**config.mk**
```make
export PLATFORM = sky130hd
export DESIGN_NAME = sw_count_seg_driver
export DESIGN_NICKNAME = d
export VERILOG_FILES = /design/src/rtl/sw_count_seg_driver.sv
export SDC_FILE = /design/constraint.sdc
export NUM_CORES = 1
export LEC_CHECK = 0
export ABC_AREA = 1
export ABC_CLOCK_PERIOD_IN_PS = 1520
export CORE_MARGIN = 1.5
export CORE_UTILIZATION = 53
export DETAILED_ROUTE_END_ITERATION = 16
export DONT_BUFFER_PORTS = 1
export PLACE_DENSITY_LB_ADDON = 0.15
export SKIP_CTS_REPAIR_TIMING = 1
export SLEW_MARGIN = 20
export SYNTH_ARGS = -nofsm -noshare
export SYNTH_HDL_FRONTEND = slang
export SYNTH_SLANG_ARGS = --single-unit
```
**constraint.sdc**
```tcl
create_clock -name clk -period 1.52 [get_ports clk]
set_clock_uncertainty 0.15 [all_clocks]
set_input_delay 0.304 -clock clk [delete_from_list [all_inputs] [get_ports clk]]
set_output_delay 0.304 -clock clk [all_outputs]
set_load 0.01 [all_outputs]
```
**src/rtl/sw_count_seg_driver.sv**
```systemverilog
// sw_count_seg_driver
// -------------------
// Front end for the 7-segment display monitor. It synchronizes and debounces
// an active-low pushbutton and counts presses modulo MODULUS. While the button
// is held, the count auto-repeats. The current digit is driven as a registered
// active-low segment pattern.
//
// Ports
//   clk          system clock; all state changes on the rising edge
//   rst          synchronous reset, active-high, dominant over everything
//   sw_n         raw pushbutton, active-low (0 = pressed), asynchronous to clk
//   segout[7:0]  active-low segments: 7=dp 6=a 5=b 4=c 3=d 2=e 1=f 0=g
//   count[3:0]   current count, binary
//   press_pulse  one-cycle strobe on every increment (initial or repeat)
//   o_dbg_state  current press FSM state (IDLE=0, HELD=1, REPEAT=2)
//
// Timing, for DEBOUNCE_CYCLES = D, with sw_n first sampled low at edge k:
//   s2 is low after edge k+1.
//   The debounced level goes low after edge k+1+D.
//   count and press_pulse change at edge k+2+D.
//   segout follows one edge later.
// The first auto-repeat comes HOLD_CYCLES cycles after the initial increment.
// Later repeats come every REPEAT_CYCLES cycles.
module sw_count_seg_driver #(
  parameter int DEBOUNCE_CYCLES = 4,
  parameter int HOLD_CYCLES     = 16,
  parameter int REPEAT_CYCLES   = 4,
  parameter int MODULUS         = 10
) (
  input  logic       clk,
  input  logic       rst,
  input  logic       sw_n,
  output logic [7:0] segout,
  output logic [3:0] count,
  output logic       press_pulse,
  output logic [1:0] o_dbg_state
);

  localparam int DW   = $clog2(DEBOUNCE_CYCLES + 1);
  localparam int TMAX = (HOLD_CYCLES > REPEAT_CYCLES) ? HOLD_CYCLES : REPEAT_CYCLES;
  localparam int TW   = $clog2(TMAX + 1);

  localparam logic [DW-1:0] DB_LAST     = DW'(DEBOUNCE_CYCLES - 1);
  localparam logic [TW-1:0] HOLD_LAST   = TW'(HOLD_CYCLES - 1);
  localparam logic [TW-1:0] REPEAT_LAST = TW'(REPEAT_CYCLES - 1);
  localparam logic [3:0]    MOD_LAST    = 4'(MODULUS - 1);

  typedef enum logic [1:0] {
    ST_IDLE   = 2'd0,
    ST_HELD   = 2'd1,
    ST_REPEAT = 2'd2
  } state_t;

  // Synchronizer and debouncer state
  logic          r_s1;
  logic          r_s2;
  logic          r_db;       // debounced level, 1 = released
  logic [DW-1:0] r_db_cnt;

  // Press FSM and datapath
  state_t        r_state;
  logic [TW-1:0] r_timer;
  logic [3:0]    r_count;
  logic          r_pulse;
  logic [7:0]    r_seg;

  state_t        w_state_nxt;
  logic [TW-1:0] w_timer_nxt;
  logic          w_inc;
  logic [3:0]    w_count_nxt;

  // Segments a..g for one hex digit, active-low, dp excluded
  function automatic logic [6:0] seg_pattern(input logic [3:0] d);
    logic [6:0] p;
    case (d)
      4'h0:    p = 7'h01;
      4'h1:    p = 7'h4F;
      4'h2:    p = 7'h12;
      4'h3:    p = 7'h06;
      4'h4:    p = 7'h4C;
      4'h5:    p = 7'h24;
      4'h6:    p = 7'h20;
      4'h7:    p = 7'h0F;
      4'h8:    p = 7'h00;
      4'h9:    p = 7'h04;
      4'hA:    p = 7'h08;
      4'hB:    p = 7'h60;
      4'hC:    p = 7'h31;
      4'hD:    p = 7'h42;
      4'hE:    p = 7'h30;
      default: p = 7'h38;
    endcase
    return p;
  endfunction

  // Two-flop synchronizer followed by a run-length debouncer.
  // While s2 differs from the debounced level, the counter grows.
  // A disagreement lasting DEBOUNCE_CYCLES cycles flips the level.
  // Any agreement restarts the count.
  always_ff @(posedge clk) begin
    if (rst) begin
      r_s1     <= 1'b1;
      r_s2     <= 1'b1;
      r_db     <= 1'b1;
      r_db_cnt <= '0;
    end else begin
      r_s1 <= sw_n;
      r_s2 <= r_s1;
      if (r_s2 == r_db) begin
        r_db_cnt <= '0;
      end else if (r_db_cnt == DB_LAST) begin
        r_db     <= r_s2;
        r_db_cnt <= '0;
      end else begin
        r_db_cnt <= r_db_cnt + 1'b1;
      end
    end
  end

  // Next-state logic. A release is checked before the timer,
  // so a release always wins over a coincident timer expiry.
  always_comb begin
    w_state_nxt = r_state;
    w_timer_nxt = r_timer;
    w_inc       = 1'b0;
    case (r_state)
      ST_IDLE: begin
        if (!r_db) begin
          w_inc       = 1'b1;
          w_timer_nxt = '0;
          w_state_nxt = ST_HELD;
        end
      end
      ST_HELD: begin
        if (r_db) begin
          w_state_nxt = ST_IDLE;
        end else if (r_timer == HOLD_LAST) begin
          w_inc       = 1'b1;
          w_timer_nxt = '0;
          w_state_nxt = ST_REPEAT;
        end else begin
          w_timer_nxt = r_timer + 1'b1;
        end
      end
      ST_REPEAT: begin
        if (r_db) begin
          w_state_nxt = ST_IDLE;
        end else if (r_timer == REPEAT_LAST) begin
          w_inc       = 1'b1;
          w_timer_nxt = '0;
        end else begin
          w_timer_nxt = r_timer + 1'b1;
        end
      end
      default: begin
        w_state_nxt = ST_IDLE;
        w_timer_nxt = '0;
      end
    endcase

    w_count_nxt = r_count;
    if (w_inc) begin
      w_count_nxt = (r_count == MOD_LAST) ? 4'd0 : r_count + 4'd1;
    end
  end

  // The segment register samples the already-registered count and state.
  // The display therefore trails count by one cycle. The dp lags the
  // REPEAT state by the same amount.
  always_ff @(posedge clk) begin
    if (rst) begin
      r_state <= ST_IDLE;
      r_timer <= '0;
      r_count <= 4'd0;
      r_pulse <= 1'b0;
      r_seg   <= 8'h81;
    end else begin
      r_state <= w_state_nxt;
      r_timer <= w_timer_nxt;
      r_count <= w_count_nxt;
      r_pulse <= w_inc;
      r_seg   <= {(r_state != ST_REPEAT), seg_pattern(r_count)};
    end
  end

  assign segout      = r_seg;
  assign count       = r_count;
  assign press_pulse = r_pulse;
  assign o_dbg_state = r_state;

endmodule

```
## Word level (Yosys, flattened, before mapping)

Memory sizes are Yosys's and may differ from the RTL's. A register that Yosys moved wholly into a read port is not among the register bits.
Cells that the tools add are included.

| operators by class | value |
|---|---|
| add/subtract/negate cells | 3 |
| multipliers | 0 |
| div/mod/pow operators | 0 |
| order comparisons | 0 |
| eq/ne operators | 13 |
| shift-type cells | 0 |
| mux-type cells | 18 |
| bitwise operators | 1 |
| reduce and logical (&&, ||, !) cells | 5 |

Operators with widths:

| operator | count |
|---|---|
| 5-bit 2-to-1 mux | 5 |
| 5-bit case mux with 3 select lines | 1 |
| 2-bit != test (second input constant) | 5 |
| 2-bit 2-to-1 mux | 4 |
| 2-bit case mux with 3 select lines | 1 |
| 3-bit AND reduction | 2 |
| 5-bit by 1-bit adder with 5-bit output (second input constant) | 1 |
| 5-bit by 2-bit == test with 1-bit output (second input constant) | 1 |
| 5-bit by 4-bit == test with 1-bit output (second input constant) | 1 |
| 1-bit 2-to-1 mux | 5 |
| 4-bit by 1-bit adder with 4-bit output (second input constant) | 1 |
| 4-bit == test (second input constant) | 1 |
| 4-bit 2-to-1 mux | 1 |
| 3-bit by 1-bit adder with 3-bit output (second input constant) | 1 |
| 3-bit by 2-bit == test with 1-bit output (second input constant) | 1 |
| 3-bit != test (second input constant) | 1 |
| 1-bit case mux with 3 select lines | 1 |
| 3-bit OR reduction | 1 |
| 2-bit by 1-bit == test with 1-bit output (second input constant) | 1 |
| 2-bit == test (second input constant) | 1 |
| 2-bit logical NOT | 1 |
| 2-bit AND reduction | 1 |
| 1-bit == test | 1 |
| 1-bit inverter | 1 |

| word-level totals | value |
|---|---|
| bits in registers | 26 |
| bits in latches | 0 |
| bits in writable memories | 0 |
| memory bits (read-only) | 112 |
| word-level logic and storage cells | 50 |
| memories | 1 |

Memories:

| memory | depth | width | read ports | clocked after memory_dff | write ports | line | text |
|---|---|---|---|---|---|---|---|
| (name not given) | 16 | 7 | 1 | 1 | 0 | 75 | `case (d)` |

## Depth between registers and ports, before layout

Gate-level depths: netlist of the first run.

| depth | value |
|---|---|
| word-level depth | 4 |
| mapped depth | 9 |
| gate-level depth less buffers | 9 |

## Worst setup path after synthesis of the first run

Ideal clock, no wire load.

| path | value |
|---|---|
| kind | reg2reg |
| start | register r_count[0] (netlist: count[0]) |
| end | register r_seg[3] (netlist: segout[3]) |
| library setup time | 0.070 ns |
| arrival time | 1.311 ns |
| setup slack | -0.011 ns |
| cell stages (with the launch flop) | 6 |
| path buffers | 0 |
| period minus slack after synthesis | 1.531 ns |
| cell sequence | dfxtp_1 > inv_1 > ha_1 > a21oi_1 > o21ai_0 > a21oi_1 |

RTL lines:

| what | line | text |
|---|---|---|
| from (decl) | 63 | `logic [3:0] r_count;` |
| from (signal assigned) | 180 | `r_count <= w_count_nxt;` |
| to (decl) | 65 | `logic [7:0] r_seg;` |

## Worst setup path in the final report of the first run

| path | value |
|---|---|
| start | register r_state[1] (netlist: o_dbg_state[1]) |
| end | register r_state[0] (netlist: o_dbg_state[0]) |

| between the ends | value |
|---|---|
| longest elaborated chain between the ends | 3 |
| elaborated cells between the ends (all ways) | 8 |
| those cells by class | eq/ne: 5; mux: 1; reduce/logical: 2 |

RTL lines:

| what | line | text |
|---|---|---|
| from (decl) | 61 | `state_t r_state;` |
| from (signal assigned) | 178 | `r_state <= w_state_nxt;` |
| 2-bit by 1-bit == test with 1-bit output, or another cell as far along | 126 | `case (r_state)` |
| 3-bit != test (no line) / 2-bit != test (equally long branches) | n/a |  |
| 3-bit AND reduction (no line) | n/a |  |

Parallel ways exist; a longest one is shown, timed or not.
A chain may end at the register's enable or synchronous reset.

==> flow_summary.toml, run 1 <==
[outcome]
violations = "negative hold slack, negative setup slack"
run_status = "complete, but fails checks"

[timing]
final-hold-violation-count = 12
period_share_pct = 100
fin_hold_ws_ns = -0.133
slew_viol_final = 0
rsz0062_at_grt = "true"
slew_headroom_pct = 79.4
fin_crit_ns = 1.52
tightest_slew_ns = 0.307
fin_ws_ns = -0.00248
fin_tns_setup_ns = -0.00410
max_freq_mhz = 657
setup_viol = 2

[worst_setup_path]
cp-startpoint = "o_dbg_state[1]"
r2r-start = "o_dbg_state[1]"
cp.required_ns = 1.61
end_kind = "register"
crit_arrival_ns = 1.61
worstRegToRegCells = 8
cp_max_fo = 4
cp-start-kind = "register"
crit_type = "register to register"

[clock_network]
cts_tree = "built"
worstSkewPairLatency_ns = 0.32
h-tree-depth = 1
numCtsBuffers = 3
cts_sinks = 26
path_clk_slew_ns = 0.14
ctsLongestPathBuffers = 2
root_buffer = "clkbuf_4"

[route]
vias_per_cell = 5.55
drt-wirelength-per-cell_um = 14.0
drt_iter0_markers = 45
ant_nets = 0
drc = 0
totalWireLength_mm = 3.39
vias = 1342
first_pass_iters = 4

[synth]
synth_seq_cells = 26
netlist_area_um2 = 1400
ys_seq_area_share_pct = 37.2
ys_warn_count = 0
synth_cells = 185
yosysUniqueCellTypes = 26
syn_area_per_cell_um2 = 7.56
syn_nets = 204

[final_layout]
n_antenna_cell = 0
fillers = 161
final_util_pct = 75.3
final_cell_count_no_fill = 242
ff_latch_area_um2 = 543
final_cell_mix = "30 x nand2_1, 23 x buf_4, 18 x dfxtp_1, 17 x inv_1, 14 x nor2_1"
final_design_area_no_fill_um2 = 1870
area_growth_pct = 33.4
multi_input_area_um2 = 933
layout_commonest_cell = "nand2_1"
drive_gt1_share_pct = 35.8
fin_nets = 232

[grt]
grt_antenna_before_repair = 0
grt_pass1_wl_mm = 4.57
overflow = 0
grt_busiest_layer = "met2"
use_met1_pct = 24.7
met3_usage_pct = 4.92
first_global_vias = 1116
grt.met2_usage_pct = 38.2
grt_max_degree = 16
track_usage_pct = 21.0

[floorplan]
die_h_um = 54.4
rows = 18
dieArea_um2 = 2960
core_area_um2 = 2480
initial_core_util_pct = 56.5
design.portCount = 18
die_w_um = 54.4

[hold_path]
worstHoldStart = "rst"
hp-class = "input pin to register"
hold_path_depth = 1

[run]
maxCapViolCount = 0

[placement]
numPortBuffers = 0
numPlacedInstances = 228
dp_hpwl_mm = 2.13
placed_cell_area_um2 = 1540
gp_congestion = 0.866
preCtsSetupSlack_ns = -0.0521

[pwr]
ir_drop_uv = 752
leakage_nw = 0.754
p_per_area_nw_per_um2 = 686
==> cell families (layout without fill, tap and decap cells) <==
group | count (synthesis) | after routing | synth area share (%)
compound gates | 38 | 38 | 15.3
flops | 26 | 26 | 37.2
simple gates | 77 | 78 | 24.8
fa+ha+maj | 16 | 16 | 14.3
buf+inv | 28 | 54 | 8.41
==> area by class of cell <==
class	count	area share [%]
flip-flops and latches	26	29.1
repair buffers	26	10.9
clock inverters	1	1.61
well taps	30	2.01
clock buffers	3	1.21
inverters	24	5.10
multi-input cells	132	50.0
==> registers in the layout, summed over array words and instances, names as in the netlist <==
signal and cells:
r_db_cnt 3, segout 8, o_dbg_state 2, press_pulse 1, r_timer 5, r_s1 1, r_s2 1, r_db 1
count 4
==> metrics by stage <==
stage                     total power (W)  hold WS [ns]
after detailed placement         0.000786         0.225
after floorplan                  0.000763         0.239
final                             0.00128        -0.133
after global placement           0.000784         0.223
after global routing              0.00132        -0.155
after CTS                         0.00125        -0.139
==> report_power, final <==
| part | total [W] | switching, W | leakage, nW | internal, W |
|---|---|---|---|---|
| Combinational | 0.000125 | 0.0000698 | 0.511 | 0.0000548 |
| Sequential | 0.000690 | 0.00000837 | 0.215 | 0.000681 |
| Clock | 0.000466 | 0.000199 | 0.0279 | 0.000267 |
| Total | 0.00128 | 0.000278 | 0.754 | 0.00100 |
==> metal layers <==
layer  wire (µm)  vias to the layer above  part of all wire [%]
met2        1810                       41                    53
met4          31                        0                  0.92
met5           0                        -                     0
met3         162                        4                   4.8
li1            -                      659                     -
met1        1390                      638                    41
==> synth_stat cells, drive strengths merged <==
cell,count,area share [%]
nand2,36,10
dfxtp,26,37
inv,22,5.9
a21oi,21,7.8
nor2,21,6.2
ha,16,14
nand3,15,6.3
o21ai,11,4.2
buf,3,1.7
clkinv,2,0.54
nand4,2,0.89
o211ai,2,1.1
or2,2,0.89
a211oi,1,0.54
a221oi,1,0.63
a31oi,1,0.45
clkbuf,1,0.27
nand3b,1,0.54
o221ai,1,0.63
==> worst paths after layout <==
path                    end  slack, ns
max          o_dbg_state[0]     -0.002
min              r_timer[4]      -0.13
max reg2reg  o_dbg_state[0]     -0.002
min reg2reg     r_db_cnt[0]       0.29
==> critical path: stages (launching register included) <==
cell and delay, ns:
dfxtp_4 0.39, inv_2 0.07, ha_4 0.16, inv_2 0.13, nor2_4 0.06, o21ai_0 0.13, nand2_2 0.13, o21ai_2 0.17
a21oi_2 0.04
No activity file was read; power rests on OpenSTA's default activity.
==> run 2, diff against run 1 <==
--- a/config.mk
+++ b/config.mk
@@ -7,12 +7,15 @@
 export LEC_CHECK = 0
 export ABC_AREA = 1
 export ABC_CLOCK_PERIOD_IN_PS = 1520
+export CAP_MARGIN = 20
 export CORE_MARGIN = 1.5
 export CORE_UTILIZATION = 53
 export DETAILED_ROUTE_END_ITERATION = 16
 export DONT_BUFFER_PORTS = 1
+export GPL_TIMING_DRIVEN = 0
 export PLACE_DENSITY_LB_ADDON = 0.15
 export SKIP_CTS_REPAIR_TIMING = 1
+export SKIP_LAST_GASP = 1
 export SLEW_MARGIN = 20
 export SYNTH_ARGS = -nofsm -noshare
 export SYNTH_HDL_FRONTEND = slang
==> run 2 against run 1 <==
Net effect: total power increased by 1.1%; critical path type unchanged; first-iteration DRC count grew 31%; sequential power about the same; register-to-register slack is essentially flat; the flow still finishes with violations (negative hold slack, negative setup slack).
==> flow_summary.toml, run 2 (synthesis results as in run 1) <==
[outcome]
run_status = "complete, but fails checks"
violations = "negative hold slack, negative setup slack"

[hold_path]
hold_path_end = "r_db_cnt[1]"
hp-class = "input pin to register"
worstHoldStart = "rst"
hold_path_depth = 3

[final_layout]
fillers = 186
n_antenna_cell = 0
ff_latch_area_um2 = 549
drive_gt1_share_pct = 29.3
area_growth_pct = 26.2
final_cell_mix = "30 x nand2_1, 17 x dfxtp_1, 16 x inv_1, 16 x a21oi_1, 15 x nor2_1"
multi_input_area_um2 = 931
largest_register_ffs = 8
fin_nets = 218
layout_commonest_cell = "nand2_1"
final_design_area_no_fill_um2 = 1770

[timing]
fin_crit_ns = 1.53
period_share_pct = 101
rsz0062_at_grt = "true"
setup_viol = 2
fin_ws_ns = -0.0149
max_freq_mhz = 651
fin_tns_setup_ns = -0.0272
final-hold-violation-count = 2
tightest_slew_ns = 0.511
slew_viol_final = 0
slew_headroom_pct = 65.9
fin_hold_ws_ns = -0.00204

[route]
drc = 0
first_pass_iters = 4
vias = 1329
vias_per_cell = 5.83
drt-wirelength-per-cell_um = 14.9
ant_nets = 0
drt_iter0_markers = 59
totalWireLength_mm = 3.40

[clock_network]
cts_sinks = 26
numCtsBuffers = 3
cts_tree = "built"
h-tree-depth = 1
path_clk_slew_ns = 0.15
root_buffer = "clkbuf_4"
ctsLongestPathBuffers = 2
worstSkewPairLatency_ns = 0.34

[worst_setup_path]
worstRegToRegCells = 9
end_kind = "register"
crit_arrival_ns = 1.64
cp.required_ns = 1.63
cp_max_fo = 4
r2r-start = "o_dbg_state[0]"
rr_endpoint = "count[3]"
reg2reg_slack_ns = -0.01
cp-start-kind = "register"
crit_type = "register to register"

[floorplan]
core_area_um2 = 2480
design.portCount = 18
rows = 18
dieArea_um2 = 2960
die_w_um = 54.4
die_h_um = 54.4
initial_core_util_pct = 56.5

[pwr]
switching_power_w = 0.000302
intPower_w = 0.000992
p_per_area_nw_per_um2 = 733
power.share.clock_pct = 38.0
p_seq_share_pct = 53.1
combPwrFrac_pct = 8.9
p_sw_share_pct = 23.3
leakage_nw = 0.722
ir_drop_uv = 545

[grt]
track_usage_pct = 21.0
grt_antenna_before_repair = 0
overflow = 0
grt_pass1_wl_mm = 4.48
grt_max_degree = 16
first_global_vias = 1004

[run]
maxCapViolCount = 0

[placement]
dp_hpwl_mm = 2.05
numPortBuffers = 0
placed_cell_area_um2 = 1440
gp_congestion = 0.856
==> run 2: how the worst max path moves through the flow <==
| stage | start | endpoint | slack [ns] |
|---|---|---|---|
| after floorplan | count[1] | segout[3] | 0.04 |
| after CTS | count[1] | count[1] | -0.26 |
| final | o_dbg_state[0] | count[3] | -0.01 |
| after global placement | count[1] | count[1] | -0.19 |
| after global routing | o_dbg_state[0] | count[1] | -0.09 |
| after detailed placement | count[1] | count[1] | -0.22 |
==> run 2: per-layer routing <==
layer / global-route usage [%] / vias up / share of wire, %
met5: 0 / - / 0
met4: 8.33 / 0 / 2.0
met3: 3.28 / 7 / 4.6
met2: 34.5 / 42 / 52
met1: 27.3 / 639 / 41
li1: - / 641 / -
==> run 2: power by group through the flow <==
stage	logic [W]	registers, W	clock network [W]
after floorplan	0.0000540	0.000709	0
after global placement	0.0000682	0.000710	0
after detailed placement	0.0000711	0.000711	0
after CTS	0.0000713	0.000696	0.000488
after global routing	0.000124	0.000689	0.000516
final	0.000115	0.000687	0.000491
==> run 2: final cells by class <==
| class | count | share of cell area [%] |
|---|---|---|
| buffer | 4 | 1.56 |
| clock buffer | 3 | 1.28 |
| clock inverter | 1 | 1.70 |
| inverter | 24 | 5.53 |
| multi-input combinational | 132 | 52.7 |
| sequential | 26 | 31.1 |
| tap | 30 | 2.13 |
| timing repair buffer | 8 | 3.97 |
==> run 2: stage by stage <==
stage / worst slack (ns) / instances / hold slack [ns] / util (%) / total power [W]
after global routing: -0.0867 / 228 / -0.00406 / 71.3 / 0.00133
final: -0.0149 / 228 / -0.00204 / 71.3 / 0.00129
after floorplan: 0.0423 / 185 / 0.239 / - / 0.000763
after CTS: -0.258 / 219 / -0.0792 / 60.3 / 0.00125
after detailed placement: -0.222 / 215 / 0.250 / 58.1 / 0.000782
after global placement: -0.186 / 215 / 0.247 / 58.1 / 0.000778
==> run 2: critical path: stages, from the launching register on <==
cell and delay (ns):
dfxtp_4 0.41, inv_4 0.09, ha_4 0.17, inv_2 0.05
nor2_4 0.15, nand3_4 0.11, nand3_2 0.13, nand3_1 0.08
nand2_1 0.07, nor2_1 0.04
==> run 3, diff against run 2 <==
--- a/config.mk
+++ b/config.mk
@@ -13,7 +13,7 @@
 export DETAILED_ROUTE_END_ITERATION = 16
 export DONT_BUFFER_PORTS = 1
 export GPL_TIMING_DRIVEN = 0
-export PLACE_DENSITY_LB_ADDON = 0.15
+export PLACE_DENSITY = 0.82
 export SKIP_CTS_REPAIR_TIMING = 1
 export SKIP_LAST_GASP = 1
 export SLEW_MARGIN = 20
==> run 3 against run 2 <==
Net effect: the run ends with negative setup slack left; via count down 1.3%; worst hold slack gained 0.018 ns; clock-buffer cell count stayed put; maximum frequency fell by 5.7%; wire length is 4.9% lower; sequential power about the same; critical endpoint is now r_timer[3]; largest cell class unchanged; highest routed layer unchanged.
==> flow_summary.toml, run 3 (synthesis results as in run 1) <==
[clock_network]
ctsLongestPathBuffers = 2
h-tree-depth = 1
cts_sinks = 26
worstSkewPairLatency_ns = 0.32
numCtsBuffers = 3
cts_tree = "built"
path_clk_slew_ns = 0.13
root_buffer = "clkbuf_4"

[final_layout]
largest_register_ffs = 8
final_cell_mix = "30 x nand2_1, 19 x dfxtp_1, 16 x inv_1, 16 x a21oi_1, 15 x nor2_1"
area_growth_pct = 23.0
drive_gt1_share_pct = 29.9
n_antenna_cell = 0
final_util_pct = 69.4
final_cell_count_no_fill = 227
layout_commonest_cell = "nand2_1"
fillers = 190
fin_nets = 218

[floorplan]
initial_core_util_pct = 56.5
rows = 18
core_area_um2 = 2480
die_w_um = 54.4
die_h_um = 54.4
design.portCount = 18
dieArea_um2 = 2960

[pwr]
leakage_nw = 0.669
combPwrFrac_pct = 10.4
finalPower_w = 0.00109
power.share.clock_pct = 26.6
intPower_w = 0.000818
switching_power_w = 0.000273
p_sw_share_pct = 25.0
ir_drop_uv = 563
p_seq_share_pct = 63.0
p_per_area_nw_per_um2 = 635

[worst_setup_path]
reg2reg_slack_ns = -0.11
crit_arrival_ns = 1.75
end_kind = "register"
cp-start-kind = "register"
critical_path.slowest_cell = "dfxtp_4"
cp_common_cell = "nand2_1"
cp.required_ns = 1.64
crit_path_cell_trace = "clkinvlp_4, ha_4, nor2_4, nand2_1, nand2_2, nand4_1, nand2_1, nand2_1, nor2_1"
crit_family = "simple AND/OR/NAND/NOR gates"
critPathBufInv = 1
cp_max_fo = 4
cpPeakStageDelay_ns = 0.42
crit_type = "register to register"

[timing]
final-hold-violation-count = 0
fin_tns_setup_ns = -0.670
period_share_pct = 107
fin_ws_ns = -0.108
slew_viol_final = 0
slew_headroom_pct = 65.1
setup_viol = 10
fin_hold_ws_ns = 0.0156
fin_crit_ns = 1.63
tightest_slew_ns = 0.524
max_freq_mhz = 614
rsz0062_at_grt = "true"

[hold_path]
hp-class = "input pin to register"

[route]
dr_wl_met3_um = 246
first_pass_iters = 4
vias = 1312
wl_met2_mm = 1.52
top_layer = "met4"
ant_nets = 0
drt-wirelength-per-cell_um = 14.2
drc = 0
vias_per_cell = 5.78
totalWireLength_mm = 3.23
wl_met1_mm = 1.37
drt_iter0_markers = 71

[outcome]
violations = "negative setup slack"
run_status = "complete, but fails checks"

[grt]
grt_antenna_before_repair = 0
first_global_vias = 1022
overflow = 0
grt_pass1_wl_mm = 4.33
grt_max_degree = 14
track_usage_pct = 20.3

[run]
maxCapViolCount = 0

[placement]
numPlacedInstances = 215
dp_hpwl_mm = 1.93
numPortBuffers = 0
gp_congestion = 0.819
run 3: changes by cell type in the layout (fill, tap and decap cells not counted), sizes merged:
cell	change
clkinvlp	+2
dlymetal6s2s	-1
inv	-2
bufinv	-1
clkbuf	+1
run 3: worst paths after layout:
kind / start / cells after the start / to
setup / recovery: o_dbg_state[0] / 9 / r_timer[3]
hold / removal: rst / 3 / r_db_cnt[0]
setup reg to reg: o_dbg_state[0] / 9 / r_timer[3]
hold reg to reg: r_db_cnt[0] / 1 / r_db_cnt[0]
run 3: worst min-delay path: cells and delay by family:
| kind | cells | cell delay, ns |
|---|---|---|
| compound gates | 1 | 0.02 |
| simple gates | 2 | 0.13 |
run 3: area by class of cell:
cell class	count	area [µm²]	share of cell area, %
Tap cell	30	37.5	2.18
Buffer	4	27.5	1.60
Timing Repair Buffer	8	70.1	4.07
Multi-Input combinational cell	132	916	53.2
Clock buffer	3	22.5	1.31
Sequential cell	26	544	31.6
Inverter	24	103	5.96
run 3: stage by stage:
stage          cell area (µm²)  setup WS, ns
2_1_floorplan             1400        0.0423
3_3_place_gp              1440        -0.161
3_5_place_dp              1440        -0.178
4_1_cts                   1460        -0.248
5_1_grt                   1720        -0.215
6_report                  1720        -0.108
run 3: power by group through the flow:
stage | clock network [W] | logic, W | registers (W)
2_1_floorplan | 0 | 0.0000540 | 0.000709
3_3_place_gp | 0 | 0.0000669 | 0.000710
3_5_place_dp | 0 | 0.0000703 | 0.000710
4_1_cts | 0.000287 | 0.0000701 | 0.000695
5_1_grt | 0.000314 | 0.000123 | 0.000690
6_report | 0.000291 | 0.000113 | 0.000688
run 3: routing by layer:
metal | global-route usage [%] | vias to the layer above
met2 | 34.1 | 71
met3 | 3.83 | 11
met5 | 0 | -
met4 | 9.17 | 0
met1 | 24.9 | 593
li1 | - | 637
